===== src/rtl/reaction_stopwatch_pkg.sv =====
// Shared timing definitions for the stopwatch timer blocks.
// State encodings and default clock/limit values.
package reaction_stopwatch_pkg;

    typedef enum logic [1:0] {
        IDLE    = 2'd0,
        RUNNING = 2'd1,
        DONE    = 2'd2
    } sw_state_t;

    localparam int CLKS_PER_MS_DEFAULT = 50000;
    localparam int MAX_MS_DEFAULT      = 9999;

endpackage


===== src/rtl/ms_tick_gen.sv =====
// Millisecond prescaler: counts clocks while run is high and
// flags the last clock of each millisecond with a one-cycle tick.
module ms_tick_gen
    import reaction_stopwatch_pkg::*;
#(
    parameter int CLKS_PER_MS = CLKS_PER_MS_DEFAULT
) (
    input  logic clk,
    input  logic reset,
    input  logic run,
    output logic tick
);

    localparam int PW = $clog2(CLKS_PER_MS + 1);
    localparam logic [PW-1:0] TOP = PW'(CLKS_PER_MS - 1);

    logic [PW-1:0] cnt;

    // Free-running divider, held at zero whenever not running.
    always_ff @(posedge clk or negedge reset) begin
        if (!reset) begin
            cnt <= '0;
        end else if (!run) begin
            cnt <= '0;
        end else if (cnt == TOP) begin
            cnt <= '0;
        end else begin
            cnt <= cnt + PW'(1);
        end
    end

    assign tick = run && (cnt == TOP);

endmodule


===== src/rtl/reaction_stopwatch.sv =====
// Reaction-time stopwatch: start/stop measurement in whole
// milliseconds, saturating at MAX_MS with an overflow flag.
module reaction_stopwatch
    import reaction_stopwatch_pkg::*;
#(
    parameter int CLKS_PER_MS = CLKS_PER_MS_DEFAULT,
    parameter int MAX_MS      = MAX_MS_DEFAULT,
    localparam int W          = $clog2(MAX_MS + 1)
) (
    input  logic         clk,
    input  logic         reset,
    input  logic         start,
    input  logic         stop,
    input  logic         clear,
    output logic         busy,
    output logic         valid,
    output logic         overflow,
    output logic [W-1:0] elapsed_ms
);

    localparam logic [W-1:0] MS_LAST = W'(MAX_MS - 1);
    localparam logic [W-1:0] MS_MAX  = W'(MAX_MS);

    sw_state_t    state;
    logic [W-1:0] ms_cnt;
    logic         tick;
    logic         run;

    // A clear on the same edge must also zero the prescaler.
    assign run = (state == RUNNING) && !clear;

    ms_tick_gen #(
        .CLKS_PER_MS(CLKS_PER_MS)
    ) u_tick (
        .clk  (clk),
        .reset(reset),
        .run  (run),
        .tick (tick)
    );

    // Control FSM with ms counter and registered result outputs.
    always_ff @(posedge clk or negedge reset) begin
        if (!reset) begin
            state      <= IDLE;
            ms_cnt     <= '0;
            elapsed_ms <= '0;
            busy       <= 1'b0;
            valid      <= 1'b0;
            overflow   <= 1'b0;
        end else if (clear) begin
            state      <= IDLE;
            ms_cnt     <= '0;
            elapsed_ms <= '0;
            busy       <= 1'b0;
            valid      <= 1'b0;
            overflow   <= 1'b0;
        end else begin
            unique case (state)
                IDLE, DONE: begin
                    if (start) begin
                        state    <= RUNNING;
                        ms_cnt   <= '0;
                        busy     <= 1'b1;
                        valid    <= 1'b0;
                        overflow <= 1'b0;
                    end
                end
                RUNNING: begin
                    if (stop) begin
                        state      <= DONE;
                        elapsed_ms <= ms_cnt;
                        busy       <= 1'b0;
                        valid      <= 1'b1;
                        overflow   <= 1'b0;
                    end else if (tick) begin
                        if (ms_cnt == MS_LAST) begin
                            state      <= DONE;
                            ms_cnt     <= MS_MAX;
                            elapsed_ms <= MS_MAX;
                            busy       <= 1'b0;
                            valid      <= 1'b1;
                            overflow   <= 1'b1;
                        end else begin
                            ms_cnt <= ms_cnt + W'(1);
                        end
                    end
                end
                default: begin
                    state <= IDLE;
                    busy  <= 1'b0;
                end
            endcase
        end
    end

endmodule


===== config.mk =====
export PLATFORM = sky130hd
export DESIGN_NAME = reaction_stopwatch
export DESIGN_NICKNAME = d
export VERILOG_FILES = /design/src/rtl/reaction_stopwatch_pkg.sv /design/src/rtl/ms_tick_gen.sv /design/src/rtl/reaction_stopwatch.sv
export SDC_FILE = /design/constraint.sdc
export NUM_CORES = 1
export LEC_CHECK = 0
export CAP_MARGIN = 20
export CELL_PAD_IN_SITES_DETAIL_PLACEMENT = 2
export CELL_PAD_IN_SITES_GLOBAL_PLACEMENT = 2
export CORE_ASPECT_RATIO = 2
export CORE_UTILIZATION = 38
export CTS_BUF_LIST = sky130_fd_sc_hd__clkbuf_4 sky130_fd_sc_hd__clkbuf_8
export DETAILED_ROUTE_END_ITERATION = 10
export HOLD_SLACK_MARGIN = 0.15
export PLACE_DENSITY_LB_ADDON = 0.1
export SLEW_MARGIN = 10
export SYNTH_ARGS = -nofsm -noshare
export SYNTH_HDL_FRONTEND = slang
export SYNTH_HIERARCHICAL = 1
export SYNTH_SLANG_ARGS = --single-unit

===== constraint.sdc =====
create_clock -name clk -period 2.8 [get_ports clk]
set_input_delay 0.7 -clock clk [delete_from_list [all_inputs] [get_ports clk]]
set_output_delay 0.7 -clock clk [all_outputs]
set_load 0.01 [all_outputs]

==> impl_metrics.toml <==
[logic_synthesis]
synth_top_area_cell = "dfrtp_1"
yosys.area.top_type_share = 0.469
seq_area_frac_synth = 0.469
synth_adder_area_share = 0.0147
postSynth.asyncResetShare = 1.00
synth_area_leaders = "dfrtp_1 (47%), xnor2_1 (4.1%), nor2_1 (4.0%)"
synth_ff_type = "dfrtp_1"
ys_types = 55
synth_simple_gate_area_frac = 0.261
postSynthAreaPerCell_um2 = 9.66
yosys-top-cells-count = "dfrtp_1 (48), nor2_1 (27), inv_1 (18)"
synthXorXnorAreaFrac = 0.0479
synthMuxAreaShare = 0.00440
post-synth-top-count-cell = "dfrtp_1"
ys_ff_latch = 48
synthCells = 265
synth_edf_count = 0
synth_top_family_by_area = "simple AND/OR/NAND/NOR gates"
ys_warn_count = 6
syn_area_um2 = 2560
synth_compound_area_frac = 0.155
syn_nets = 273

[detailed_routing]
drtAntennaViolNets = 0
drt_iter0_drc = 46
drcViolationCount = 0
drtPass1Iterations = 4
vias = 2219
drt-total-wl_um = 7530
wl_per_cell_um = 19.1
avgViaCountPerCell = 5.62

[clock_network]
root_buffer = "clkbuf_8"
clock_latency_ns = 0.30
cts.sinks = 48
cts_tree = "yes"
cts_resized = 0
htreeDepth = 2
post_cts_buffers = 0
postCtsHoldBufs = 0
clock_path_buffers = 2
clk_pin_slew_ns = 0.09
cts_buffers = 5

[setup_path]
cp.arrival_ns = 2.74
crit_fanout = 10
r2r-end = "elapsed_ms[10]$_DFFE_PN0P_"
critPathLaunchType = "input pin"
crit_end = "ms_cnt[6]$_DFFE_PN0P_"
reg2reg_slack_ns = 0.37
r2r-start = "u_tick/cnt[4]$_DFF_PN0_"
r2r_cells = 7
critPathRequiredTime_ns = 3.03
crit_type = "in -> reg"
critPathLaunch = "clear"
crit_path_end_kind = "flop"

[hold_path]
hold_class = "in -> async"

[die]
core_area_um2 = 6570
die_h_um = 118
initial_core_util = 0.390
io-pin-count = 22
fp.dieW_um = 60.1
rows = 42
die-area_um2 = 7090

[timing]
finalSetupViolCount = 0
finClkSkew_ns = 0.00700
period_share = 0.898
worst_slew_pin_slew_ns = 0.720
hold_ws_ns = 0.384
setup_tns_ns = 0
finalWorstPathRequiredPeriod_ns = 2.51
finalMaxSlewViolations = 0
finalHoldViolCount = 0
slew_headroom = 0.519
max_freq_mhz = 398
rsz0062_at_grt = "false"

[placement]
portBuffers = 21
gp_congestion = 0.797
placed_area_um2 = 3010
post-dp-hpwl_um = 5840

[status]
status = "finished, final reports clean"

[pwr]
peakVddDrop_v = 0.000296
finalPower_mw = 1.27
p_leak_nw = 1.30
p_per_area_nw_per_um2 = 410

[layout]
layout.nets = 314
num_antenna_cells = 0
drive_above_1_share = 0.169
final_cell_area_um2 = 3110
areaGrowthSynthToFinish_pct = 21.3

[global_route]
grt_pass1_wl_um = 12700
grt_overflow_total = 0
grt_start_max_net_pins = 25
grt_pass1_vias = 2445
grtUsageTotal = 0.241
antenna_found_initial = 0

[run]
maxCapViolations = 0
## worst min-delay path by stage
stage               depth (start not counted)  slack [ns]                        end                      start
floorplan                                   0        0.40           busy$_DFFE_PN0P_                      reset
global placement                            2        0.51       overflow$_DFFE_PN0P_       overflow$_DFFE_PN0P_
finish                                      1        0.38    u_tick/cnt[6]$_DFF_PN0_                      reset
detailed placement                          2        0.53  elapsed_ms[1]$_DFFE_PN0P_  elapsed_ms[1]$_DFFE_PN0P_
global route                                1        0.42    u_tick/cnt[6]$_DFF_PN0_                      reset
CTS                                         1        0.40    u_tick/cnt[6]$_DFF_PN0_                      reset
## power by group
part           switching (mW)  leakage (nW)  internal [mW]
clock                   0.228        0.0523          0.221
combinational          0.0689         0.579         0.0462
sequential            0.00606         0.666          0.702
## through the flow
stage | cells | setup WS, ns | util
finish | 395 | 0.287 | 0.473
global route | 395 | 0.141 | 0.473
CTS | 395 | 0.276 | 0.473
detailed placement | 387 | -0.0406 | 0.458
global placement | 387 | -0.472 | 0.457
floorplan | 265 | 0.569 | -
## area by class of cell
class,instances,area [um2]
tap,88,110
timing repair buffer,44,378
sequential,48,1200
clock buffer,8,97.6
fill,741,3460
inverter,19,76.3
multi-input combinational,188,1240
## cell usage in the layout (no fill, tap or decap), types with 2 or more instances in the layout
cell type,Yosys,routed
xnor2_1,12,12
clkbuf_4,0,2
nand4_1,5,5
nor4_2,4,4
xor2_1,2,2
a31oi_1,3,3
clkdlybuf4s50_1,0,20
or4_1,2,2
buf_4,1,23
a21oi_1,12,12
ha_1,3,3
clkbuf_8,0,6
a311oi_1,6,6
nand2_1,16,16
a22o_1,4,4
or3b_2,2,2
nor2_1,27,27
nor2b_1,2,2
o211ai_1,3,3
nand3_1,17,17
and4_1,2,2
and2_1,3,3
nor3_1,8,8
o21ai_0,12,12
and3_1,5,5
a221oi_1,2,2
dfrtp_1,48,48
a211oi_1,7,6
a21o_1,4,4
inv_1,18,18
## state kept, by name, indices dropped and copies added, names as in the netlist
signal / flops
u_tick/cnt: 16
ms_cnt: 14
overflow: 1
valid: 1
elapsed_ms: 14
state: 1
busy: 1
## worst max-delay path: stages
cell	delay, ns
clkdlybuf4s50_1	0.49
or3b_4	0.16
clkinv_4	0.05
inv_1	0.06
nor2_1	0.05
and2b_2	0.21
a211oi_2	0.64
buf_4	0.23
nand2_1	0.06
o211ai_1	0.09
## cell families (layout without fill, tap and decap cells)
| group | count (synthesis) | in the layout |
|---|---|---|
| AO/OA/AOI/OAI | 59 | 59 |
| XOR/XNOR | 14 | 14 |
| adder cells (fa/ha/maj) | 3 | 3 |
| buffers and inverters | 29 | 71 |
| flip-flops | 48 | 48 |
| multiplexers | 1 | 1 |
| AND/OR/NAND/NOR | 111 | 111 |
## layer usage
metal	routed length [um]	vias to the layer above	track usage	share of wire
li1	-	1034	-	-
met1	2780	1159	0.270	0.37
met2	4520	18	0.447	0.60
met3	114	8	0.0286	0.015
met4	119	0	0.0712	0.016
met5	0	-	0	0
(Power assumes the default switching activity.)
